### src/rtl/cflog_drain.sv
// Drains the CFLog memory towards the UART log-transmit controller: a count header,
// then every logged entry in address order, then a one-cycle clear pulse to the log writer.
module cflog_drain #(
    parameter int LOG_ADDR_W = 8
) (
    input  logic                  clk,
    input  logic                  puc_rst,
    input  logic                  acfa_nmi,
    input  logic [LOG_ADDR_W:0]   log_ptr,
    output logic                  mem_rd_en,
    output logic [LOG_ADDR_W-1:0] mem_addr,
    input  logic [15:0]           mem_rdata,
    output logic [15:0]           read_val,
    output logic                  word_valid,
    input  logic                  word_ack,
    output logic                  busy,
    output logic                  log_clr,
    output logic [2:0]            dbg_state
);

    typedef enum logic [2:0] {
        IDLE    = 3'd0,
        HDR     = 3'd1,
        RD_REQ  = 3'd2,
        RD_WAIT = 3'd3,
        PRESENT = 3'd4,
        DONE    = 3'd5
    } state_t;

    localparam logic [LOG_ADDR_W:0] CAP = {1'b1, {LOG_ADDR_W{1'b0}}};

    state_t                state;
    logic [LOG_ADDR_W:0]   cnt;
    logic [LOG_ADDR_W:0]   idx;
    logic [LOG_ADDR_W:0]   idx_next;
    logic [LOG_ADDR_W:0]   ptr_clamped;

    assign ptr_clamped = (log_ptr > CAP) ? CAP : log_ptr;
    assign idx_next    = idx + (LOG_ADDR_W + 1)'(1);
    assign dbg_state   = state;

    // Handshake: a word moves on the clk edge where word_valid and word_ack are both 1;
    // read_val/word_valid hold until then, word_ack with word_valid low is ignored, and
    // word_valid drops the cycle after acceptance.
    always_ff @(posedge clk or posedge puc_rst) begin
        if (puc_rst) begin
            state      <= IDLE;
            cnt        <= '0;
            idx        <= '0;
            read_val   <= '0;
            word_valid <= 1'b0;
            mem_rd_en  <= 1'b0;
            mem_addr   <= '0;
            busy       <= 1'b0;
            log_clr    <= 1'b0;
        end else begin
            log_clr <= 1'b0;
            case (state)
                IDLE: begin
                    if (acfa_nmi) begin
                        cnt   <= ptr_clamped;
                        idx   <= '0;
                        busy  <= 1'b1;
                        state <= HDR;
                    end
                end
                HDR: begin
                    if (!word_valid) begin
                        read_val   <= 16'(cnt);
                        word_valid <= 1'b1;
                    end else if (word_ack) begin
                        word_valid <= 1'b0;
                        state      <= (cnt == '0) ? DONE : RD_REQ;
                    end
                end
                RD_REQ: begin
                    mem_rd_en <= 1'b1;
                    mem_addr  <= idx[LOG_ADDR_W-1:0];
                    state     <= RD_WAIT;
                end
                RD_WAIT: begin
                    // First cycle retires the strobe; read data is captured on the second.
                    if (mem_rd_en) begin
                        mem_rd_en <= 1'b0;
                    end else begin
                        read_val   <= mem_rdata;
                        word_valid <= 1'b1;
                        state      <= PRESENT;
                    end
                end
                PRESENT: begin
                    if (word_ack) begin
                        word_valid <= 1'b0;
                        idx        <= idx_next;
                        state      <= (idx_next == cnt) ? DONE : RD_REQ;
                    end
                end
                DONE: begin
                    log_clr <= 1'b1;
                    busy    <= 1'b0;
                    state   <= IDLE;
                end
                default: state <= IDLE;
            endcase
        end
    end

endmodule

### config.mk
export PLATFORM = sky130hd
export DESIGN_NAME = cflog_drain
export DESIGN_NICKNAME = d
export VERILOG_FILES = /design/src/rtl/cflog_drain.sv
export SDC_FILE = /design/constraint.sdc
export NUM_CORES = 1
export LEC_CHECK = 0
export ABC_CLOCK_PERIOD_IN_PS = 4100
export CORE_MARGIN = 2
export CORE_UTILIZATION = 53
export DETAILED_ROUTE_END_ITERATION = 8
export PLACE_DENSITY = 0.85
export SYNTH_ARGS = -nofsm -noshare
export SYNTH_HDL_FRONTEND = slang
export SYNTH_SLANG_ARGS = --single-unit
### constraint.sdc
create_clock -name clk -period 4.1 [get_ports clk]
set_clock_uncertainty 0.2 [all_clocks]
set_input_delay 0.615 -clock clk [delete_from_list [all_inputs] [get_ports clk]]
set_output_delay 0.615 -clock clk [all_outputs]
set_load 0.01 [all_outputs]
==> summary.md, run 1 <==
| Metric | Value |
|---|---|
| Initial core utilization | 55.4% |
| Rows | 24 |
| PwrDens | 599 nW/um2 |
| Antenna violations before repair | 0 |
| Reg2reg setup slack | 1.70 ns |
| Main area contributors after synthesis | dfrtp_1 (50%), o21ai_0 (6.6%), nand2_1 (5.1%) |
| I/O Pins | 60 |
| Crit Path Max Fanout | 22 |
| Initial DRT Pass Iterations | 4 |
| Yosys warning count | 0 |
| #FFs+latches synth | 49 |
| Worst slew margin | 33.5% |
| Max H-tree Level | 2 |
| First-pass GRT wire length | 9020 um |
| Worst R2R End | dbg_state[0] |
| Gr ovfl total | 0 |
| Via count | 2,018 |
| Post-route design area | between 3000 and 4000 um2 |
| Critical path class | primary input to flip-flop |
| Synth Instances | 249 |
| CP Data Arrival Time | 2.37 ns |
| Via count of the first global-routing pass | 2,047 |
| Via density | 5.67 |
| Diodes inserted | 0 |
| Worst-Margin Slew | 0.996 ns |
| R2R depth | 5 |
| Number of max-cap violations | 0 |
| Die W | 71.9 um |
| Post-DP Area | around 3000 um2 |
| Synth Net Count | 279 |
| WHS | 0.285 ns |
| Pleak | 1.41 nW |
| Req. time, crit path | 4.07 ns |
| Initial DRC Count | 128 |
| Setup bufs post-CTS | 0 |
| Overall Power | 1.87 mW |
| Port buffer count | 59 |
| Minimum clock period | 2.41 ns |
| Final TNS setup | 0 ns |
| Finished Layout Cells | 356 |
| Die span in y | slightly above 70 um |
| CTS Root Cell | clkbuf_8 |
| Detail Placement HPWL | 3770 um |
| Count of hold-fix buffers inserted at cts | 0 |
| WL/cell | approximately 15 um |
| Clk_lat worst skew | around 0.3 ns |
| Setup crit end kind | flip-flop |
| Crit path from | acfa_nmi |
| RSZ-0062 raised after global routing | false |
| Hold path depth | 2 |
| Synth area leader | dfrtp_1 |
| Max Root-Sink Buffers | 2 |
| Final setup violation count | 0 |
| Post-route ant nets | 0 |
| Post-synth top area share | 50.2% |
| # resized after CTS | 0 |
| Die footprint | 5170 um2 |
| CTS sink cnt | 49 |
| Startpoint Class | primary input |
| WHS Endpoint | read_val[4] |
| Final Max Slew Viols | 0 |
| HP Start | read_val[4] |
| Worst vdd ir | 0.450 mV |
| Status | complete, no violations |
| Hold Vio Cnt, Final | 0 |
| Largest net degree at the start of global routing | 50 |
| Core footprint | ~4400 um2 |
| Total wire length | 5160 um |
| Fin crit share | 58.7% |
| GP Congestion | 0.848 |
| Share of cells above drive strength 1 | 7.57% |
| Clock buffer count from CTS | 5 |
| Seq/Total Area, Yosys | roughly half |
| Netlist Area Pre-Place | 2440 um2 |
| Synth unique cells | 41 |
| Final net count | 333 |
| Syn avg cell area | 9.82 um2 |
| Reg-to-Reg Start | dbg_state[2] |
| CTS tree | built |
| GRT Total Usage | 22.3% |
| Fmax | 0.416 GHz |
| Clk slew on worst S/H paths | 0.09 ns |
| Syn-to-layout area delta | 27.9% |
| Dpl cells | 348 |
| Hold WC Path Type | flip-flop to flip-flop |
| Drt drc | 0 |
==> state kept, by name, indices dropped and copies added, names as in the netlist <==
signal      flops
busy            1
cnt             9
dbg_state       3
idx             9
log_clr         1
mem_addr        8
mem_rd_en       1
read_val       16
word_valid      1
==> synth_stat cells <==
master	instances
dfrtp_1	49
nand2_1	33
o21ai_0	32
nand2b_1	11
nor2_1	11
mux2_2	9
mux2i_1	9
inv_1	8
nand3_1	8
xnor2_1	8
a22o_1	7
a21oi_1	6
clkbuf_1	6
a21o_1	4
buf_2	4
nor3_1	4
o31ai_1	4
xor2_1	4
and2_1	3
buf_4	3
a211oi_1	2
nor2b_1	2
o2111ai_1	2
o21ai_1	2
o22ai_1	2
a2bb2oi_1	1
a31oi_1	1
and3_1	1
and3_2	1
and4_1	1
and4_4	1
ha_1	1
nand3_2	1
nand3b_1	1
nand4_1	1
nor2_2	1
nor3_2	1
nor4_1	1
nor4_2	1
o22a_1	1
or3_1	1
==> through the flow <==
stage	utilization [%]	worst slack, ns
final	70.8	1.69
after detailed placement	68.9	1.40
after global routing	70.8	1.48
after CTS	70.8	1.69
after global placement	68.9	1.45
after floorplan	-	2.10
==> routing by layer <==
layer	routed length [um]	part of all wire (%)	vias up	track usage, %
met4	123	2.4	0	9.22
met1	2240	43	972	27.8
met5	0	0	-	0
li1	-	-	976	-
met2	2610	51	58	37.6
met3	197	3.8	12	5.00
==> final cells by class <==
type                       instances  area [um2]
timing repair buffer              60         598
sequential                        49        1230
tap                               52        65.1
fill                             339        1290
inverter                           8        30.0
multi-input combinational        179        1120
clock inverter                     1        7.51
clock buffer                       7        76.3
==> how the worst max path moves through the flow <==
| stage | endpoint | slack, ns | cells after the start |
|---|---|---|---|
| 2_1_floorplan | dbg_state[1] | 2.10 | 7 |
| 3_3_place_gp | idx[7] | 1.45 | 6 |
| 3_5_place_dp | idx[3] | 1.40 | 6 |
| 4_1_cts | dbg_state[0] | 1.69 | 5 |
| 5_1_grt | dbg_state[0] | 1.48 | 5 |
| 6_report | idx[3] | 1.69 | 6 |
==> where the power goes <==
part | internal, mW | switching (mW) | leakage [nW]
sequential | 0.617 | 0.159 | 0.646
combinational | 0.428 | 0.395 | 0.728
clock | 0.121 | 0.154 | 0.0385
==> cell families after synthesis <==
kind of cell	count (synthesis)	share of synthesized area, %
buf+inv	21	3.89
xor+xnor	12	4.30
compound gates	64	16.0
simple gates	84	17.4
mux	18	7.83
fa+ha+maj	1	0.512
flops	49	50.2
==> cells in the final DEF (no fill, tap or decap), types with 2 or more instances in the layout <==
cell type	instances
nor2_1	11
nor3_1	4
xor2_1	4
a211oi_1	2
dfrtp_1	49
o2111ai_1	2
o31ai_1	4
a22o_1	7
mux2_2	9
a21oi_1	6
xnor2_1	8
clkbuf_8	5
mux2i_1	9
nand2b_1	11
o22ai_1	2
inv_1	7
and2_1	3
nand3_1	8
o21ai_1	2
clkdlybuf4s50_1	59
a21o_1	4
nor2b_1	2
nand2_1	33
o21ai_0	32
clkbuf_1	2
==> critical path, stage by stage <==
cell	delay (ns)
clkdlybuf4s50_1	0.46
nand2b_1	0.06
or3_1	0.58
and2_1	0.35
o21ai_0	0.20
o31ai_1	0.10
Power figures use the tool's default switching activity.
==> inputs of run 2 (changes only) <==
==> config.mk (replaced) <==
export PLATFORM = sky130hd
export DESIGN_NAME = cflog_drain
export DESIGN_NICKNAME = d
export VERILOG_FILES = /design/src/rtl/cflog_drain.sv
export SDC_FILE = /design/constraint.sdc
export NUM_CORES = 1
export LEC_CHECK = 0
export ABC_CLOCK_PERIOD_IN_PS = 2500
export CORE_MARGIN = 2
export CORE_UTILIZATION = 49
export DETAILED_ROUTE_END_ITERATION = 8
export PLACE_DENSITY = 0.79
export SYNTH_ARGS = -nofsm -noshare
export SYNTH_HDL_FRONTEND = slang
export SYNTH_SLANG_ARGS = --single-unit
==> constraint.sdc (replaced) <==
create_clock -name clk -period 2.5 [get_ports clk]
set_clock_uncertainty 0.2 [all_clocks]
set_input_delay 0.375 -clock clk [delete_from_list [all_inputs] [get_ports clk]]
set_output_delay 0.375 -clock clk [all_outputs]
set_load 0.01 [all_outputs]
==> summary.md, run 2 (synthesized netlist as in run 1, its figures left out) <==
| Metric | Value |
|---|---|
| Gr ovfl total | 0 (unchanged) |
| Pleak | 1.43 nW (+1.2%) |
| Die W | 74.6 um (+3.8%) |
| CTS Root Cell | clkbuf_8 |
| Hold Vio Cnt, Final | 0 (unchanged) |
| Clk slew on worst S/H paths | 0.09 ns (about the same) |
| GP Congestion | 0.846 (-0.24%) |
| # resized after CTS | 0 (unchanged) |
| Setup crit end kind | flip-flop |
| Final Max Slew Viols | 0 (unchanged) |
| Reg2reg setup slack | 0.28 ns (-1.42 ns) |
| Largest net degree at the start of global routing | 50 (unchanged) |
| Number of flip-flops under the largest register name | 16 (unchanged) |
| CP Data Arrival Time | 2.19 ns (-0.18 ns) |
| Antenna violations before repair | 0 (unchanged) |
| Detail Placement HPWL | 3770 um (+0.11%) |
| WL/cell | 14.0 um (-3.2%) |
| Clk_lat worst skew | 0.30 ns (about the same) |
| Via density | 5.25 (-7.4%) |
| Setup bufs post-CTS | 0 (unchanged) |
| Startpoint Class | flip-flop |
| GRT Total Usage | 21.0% (-1.2 points) |
| Final net count | 337 (+1.2%) |
| Most common cell after layout, fill and taps aside | clkdlybuf4s50_1 |
| PwrDens | 974 nW/um2 (+63%) |
| Clock buffer count from CTS | 5 (unchanged) |
| Initial core utilization | 51.4% (-4.0 points) |
| Slowest stage cell, crit path | dfrtp_1 |
| First-pass GRT wire length | 9080 um (+0.69%) |
| Count of hold-fix buffers inserted at cts | 0 (unchanged) |
| Initial DRC Count | 84 (-34%) |
| RSZ-0062 raised after global routing | false |
| Max Root-Sink Buffers | 2 (unchanged) |
| Initial DRT Pass Iterations | 4 (unchanged) |
| Finished Layout Cells | 375 (+5.3%) |
| Diodes inserted | 0 (unchanged) |
| Worst Path Buf+Inv | 0 (-1) |
| Via count of the first global-routing pass | 1,975 (-3.5%) |
| Fin util | 66.9% (-4.0 points) |
| CTS sink cnt | 49 (unchanged) |
| Number of max-cap violations | 0 (unchanged) |
| Post-route ant nets | 0 (unchanged) |
| CP Cell Sequence | ha_1, and4_1, nor4_2, o21ai_1, o22a_1, nor3_2, o22ai_1 |
| Drt drc | 0 (unchanged) |
| Worst-Margin Slew | 0.619 ns (-0.376 ns) |
| Max H-tree Level | 2 (unchanged) |
| Most frequent cells in the layout | clkdlybuf4s50_1 (59), dfrtp_1 (49), nand2_1 (33) |
| Critical path class | flip-flop to flip-flop |
| Crit Path Max Fanout | 8 (-64%) |
| Via count | 1,968 (-2.5%) |
| Final setup violation count | 0 (unchanged) |
| Top cell family by delay on the critical path | simple AND/OR/NAND/NOR gates |
| Rows | 25 (+4.2%) |
| Final TNS setup | 0 ns (unchanged) |
| Top Registers | read_val: 16 flops, cnt: 9 flops, idx: 9 flops |
| CP max stage delay | 0.47 ns (-0.11 ns) |
| Hold WC Path Type | flip-flop to flip-flop |
| Port buffer count | 59 (unchanged) |
| Share of cells above drive strength 1 | 9.09% (+1.5 points) |
| CTS tree | built |
| FILL cells | 386 (+14%) |
| Syn-to-layout area delta | 30.0% |
| Status | complete, no violations |
| Fin crit share | 88.7% |
| Core footprint | 4750 um2 (+7.7%) |
| Minimum clock period | 2.22 ns |
| Overall Power | 3.10 mW (+65%) |
| Fmax | ~0.45 GHz |
| Total wire length | 5260 um (+1.9%) |
| Die footprint | 5570 um2 (+7.7%) |
| Worst vdd ir | 0.746 mV (+66%) |
| Req. time, crit path | 2.47 ns (-1.60 ns) |
| Die span in y | 74.6 um (+3.8%) |
| I/O Pins | 60 (unchanged) |
| Dpl cells | 367 (+5.5%) |
| Worst slew margin | 58.7% (+25 points) |
| Reg with most FFs | read_val |
run 2: layer usage:
metal  global-route usage (%)  part of all wire [%]
met2                     34.6                    48
met1                     28.0                    45
met3                     4.02                   4.7
met4                     7.34                   1.8
met5                        0                     0
run 2: final cells by class:
cell class | instances | area (um2) | area share (%)
Clock inverter | 2 | 15.0 | 0.472
Inverter | 8 | 30.0 | 0.945
Sequential cell | 49 | 1230 | 38.6
Multi-Input combinational cell | 179 | 1120 | 35.3
Timing Repair Buffer | 64 | 628 | 19.8
Tap cell | 67 | 83.8 | 2.64
Clock buffer | 6 | 72.6 | 2.28
run 2: worst paths after layout:
check | start | end | cells past startpoint
min in group asynchronous | puc_rst | read_val[0] | 3
hold reg to reg | read_val[4] | read_val[4] | 2
max in group asynchronous | puc_rst | idx[6] | 3
setup / recovery | idx[0] | dbg_state[1] | 7
hold / removal | read_val[4] | read_val[4] | 2
setup reg to reg | idx[0] | dbg_state[1] | 7
run 2: worst register-to-register path, cell delays in order (launching register included):
cell	delay, ns
dfrtp_1	0.47
ha_1	0.33
and4_1	0.26
nor4_2	0.15
o21ai_1	0.11
o22a_1	0.21
nor3_2	0.25
o22ai_1	0.11
run 2: report_power, final:
part	internal, mW	switching (mW)
clock network	0.197	0.263
logic	0.719	0.647
registers	1.01	0.259
run 2: stage by stage:
stage                     hold slack, ns  cell area, um2  worst slack, ns
after floorplan                    0.268            2440            0.503
after global placement             0.260            3090            0.389
after detailed placement           0.269            3090            0.296
after CTS                          0.290            3180            0.301
after global routing               0.321            3180            0.144
final                              0.281            3180            0.283
==> inputs of run 3 (changes only) <==
--- a/config.mk
+++ b/config.mk
@@ -5,11 +5,11 @@
 export SDC_FILE = /design/constraint.sdc
 export NUM_CORES = 1
 export LEC_CHECK = 0
-export ABC_CLOCK_PERIOD_IN_PS = 2500
+export ABC_CLOCK_PERIOD_IN_PS = 2200
 export CORE_MARGIN = 2
 export CORE_UTILIZATION = 49
 export DETAILED_ROUTE_END_ITERATION = 8
-export PLACE_DENSITY = 0.79
+export PLACE_DENSITY = 0.83
 export SYNTH_ARGS = -nofsm -noshare
 export SYNTH_HDL_FRONTEND = slang
 export SYNTH_SLANG_ARGS = --single-unit
==> constraint.sdc (replaced) <==
create_clock -name clk -period 2.2 [get_ports clk]
set_clock_uncertainty 0.2 [all_clocks]
set_input_delay 0.33 -clock clk [delete_from_list [all_inputs] [get_ports clk]]
set_output_delay 0.33 -clock clk [all_outputs]
set_load 0.01 [all_outputs]
==> summary.md, run 3 (synthesized netlist as in run 1, its figures left out) <==
| Metric | Value |
|---|---|
| I/O Pins | 60 (unchanged) |
| Status | complete, no violations |
| Final Max Slew Viols | 0 (unchanged) |
| CP Capture Point | dbg_state[1] |
| Total wire length | 5400 um (+2.6%) |
| First-pass GRT wire length | 9180 um (+1.1%) |
| Syn-to-layout area delta | 33.0% |
| PwrDens | 1130 nW/um2 (+16%) |
| Die footprint | 5570 um2 (unchanged) |
| Max Root-Sink Buffers | 2 (unchanged) |
| Initial DRT Pass Iterations | 4 (unchanged) |
| Most common cell after layout, fill and taps aside | clkdlybuf4s50_1 |
| Largest net degree at the start of global routing | 50 (unchanged) |
| Minimum clock period | 2.07 ns (-0.143 ns) |
| Reg-to-Reg Start | idx[0] |
| Count of hold-fix buffers inserted at cts | 0 (unchanged) |
| GP Congestion | 0.836 (-1.2%) |
| Setup bufs post-CTS | 0 (unchanged) |
| Detail Placement HPWL | 3920 um (+3.9%) |
| Port buffer count | 59 (unchanged) |
| Final net count | 341 (+1.2%) |
| Critical path class | flip-flop to flip-flop |
| CP Data Arrival Time | 2.05 ns (-0.14 ns) |
| Reg2reg setup slack | 0.13 ns (-0.16 ns) |
| Core footprint | 4750 um2 (unchanged) |
| CTS tree | built |
| Via count | 2,017 (+2.5%) |
| Crit Path Max Fanout | 4 (-4) |
| Pleak | 1.47 nW (+2.7%) |
| WL/cell | 14.3 um (+1.6%) |
| Drt drc | 0 (unchanged) |
| Setup crit end kind | flip-flop |
| Via count of the first global-routing pass | 1,968 (-0.35%) |
| Worst slew margin | 68.8% (+10 points) |
| Rows | 25 (unchanged) |
| WHS | 0.183 ns (-0.0986 ns) |
| Clk_lat worst skew | 0.30 ns (about the same) |
| Fin crit share | 94.3% (+5.6 points) |
| Gr ovfl total | 0 (unchanged) |
| GRT Total Usage | 21.4% (+0.38 points) |
| Fmax | 0.482 GHz (+6.9%) |
| Register Area | 1230 um2 (+0.20%) |
| Die span in y | 74.6 um (unchanged) |
| Hold WC Path Type | primary input to async pin |
| Clk slew on worst S/H paths | 0.09 ns (about the same) |
| Max H-tree Level | 2 (unchanged) |
| RSZ-0062 raised after global routing | false |
| Overall Power | 3.68 mW (+19%) |
| Diodes inserted | 0 (unchanged) |
| Post-route ant nets | 0 (unchanged) |
| CP max stage delay | 0.39 ns (-0.08 ns) |
| Reg with most FFs | read_val |
| Number of flip-flops under the largest register name | 16 (unchanged) |
| Antenna violations before repair | 0 (unchanged) |
| Crit path from | idx[0] |
| CTS sink cnt | 49 (unchanged) |
| Initial core utilization | 51.4% (unchanged) |
| Via density | 5.32 (+1.4%) |
| Worst vdd ir | 0.822 mV (+10%) |
| Initial DRC Count | 156 (+86%) |
| Req. time, crit path | 2.18 ns (-0.29 ns) |
| Multi-input gate area | 1120 um2 (unchanged) |
| Post-DP Area | 3130 um2 (+1.4%) |
| FILL cells | 391 (+1.3%) |
| Fin util | 68.4% (+1.5 points) |
| Clock buffer count from CTS | 5 (unchanged) |
| Worst-Margin Slew | 0.467 ns (-0.152 ns) |
| CTS Root Cell | clkbuf_8 |
| CP Cell Sequence | ha_1, and4_1, nor2_1, a211oi_1, o22a_1, nor3_2, o22ai_1 |
| Share of cells above drive strength 1 | 11.2% (+2.1 points) |
| Post-route design area | 3250 um2 (+2.3%) |
| Final TNS setup | 0 ns (unchanged) |
| Hold Vio Cnt, Final | 0 (unchanged) |
| Top Registers | read_val: 16 flops, cnt: 9 flops, idx: 9 flops |
| R2R depth | 7 (unchanged) |
| Final setup violation count | 0 (unchanged) |
| Number of max-cap violations | 0 (unchanged) |
| Die W | 74.6 um (unchanged) |
| Most frequent cells in the layout | clkdlybuf4s50_1 (59), dfrtp_1 (47), nand2_1 (33) |
| Worst R2R End | dbg_state[1] |
| Startpoint Class | flip-flop |
| Slowest stage cell, crit path | dfrtp_1 |
run 3: layer usage:
layer / vias to the layer above / part of all wire, % / wire length, um / GRT usage [%]
li1: 997 / - / - / -
met1: 961 / 44 / 2380 / 28.6
met2: 53 / 50 / 2700 / 35.5
met3: 6 / 4.8 / 259 / 4.69
met4: 0 / 1.2 / 67 / 5.95
met5: - / 0 / 0 / 0
run 3: how the worst min path moves through the flow:
| stage | startpoint | to | slack (ns) | cells after the start |
|---|---|---|---|---|
| 2_1_floorplan | mem_rdata[10] | read_val[10] | 0.26 | 1 |
| 3_3_place_gp | read_val[4] | read_val[4] | 0.26 | 2 |
| 3_5_place_dp | read_val[4] | read_val[4] | 0.27 | 2 |
| 4_1_cts | puc_rst | cnt[6] | 0.19 | 3 |
| 5_1_grt | puc_rst | cnt[6] | 0.20 | 3 |
| 6_report | puc_rst | cnt[6] | 0.18 | 3 |
run 3: final cells by class:
type,instances,share of cell area (%)
Sequential cell,49,37.8
Multi-Input combinational cell,179,34.6
Timing Repair Buffer,68,20.6
Tap cell,67,2.58
Clock buffer,5,2.12
Clock inverter,3,1.42
Inverter,8,0.923
run 3: repair_timing:
item,in CTS,in global routing
endpoints found under the hold margin,0,0
gates resized for setup,0,2
endpoints found under the setup margin,0,3
run 3: where the power goes:
group | internal (mW) | switching [mW] | total (mW)
Sequential | 1.15 | 0.258 | 1.41
Combinational | 0.844 | 0.781 | 1.62
Clock | 0.340 | 0.303 | 0.643
Total | 2.33 | 1.34 | 3.68
run 3: metrics by stage:
stage | instances | setup WS [ns]
after floorplan | 249 | 0.203
after global placement | 371 | 0.175
after detailed placement | 371 | 0.0805
after CTS | 379 | 0.0968
after global routing | 379 | 0.0212
final | 379 | 0.126
run 3: worst max-delay path, delay by kind of cell (launching register included):
family,cells,cell delay [ns]
AND/OR/NAND/NOR,3,0.64
adder cells (fa/ha/maj),1,0.26
AO/OA/AOI/OAI,3,0.44
flip-flops,1,0.39
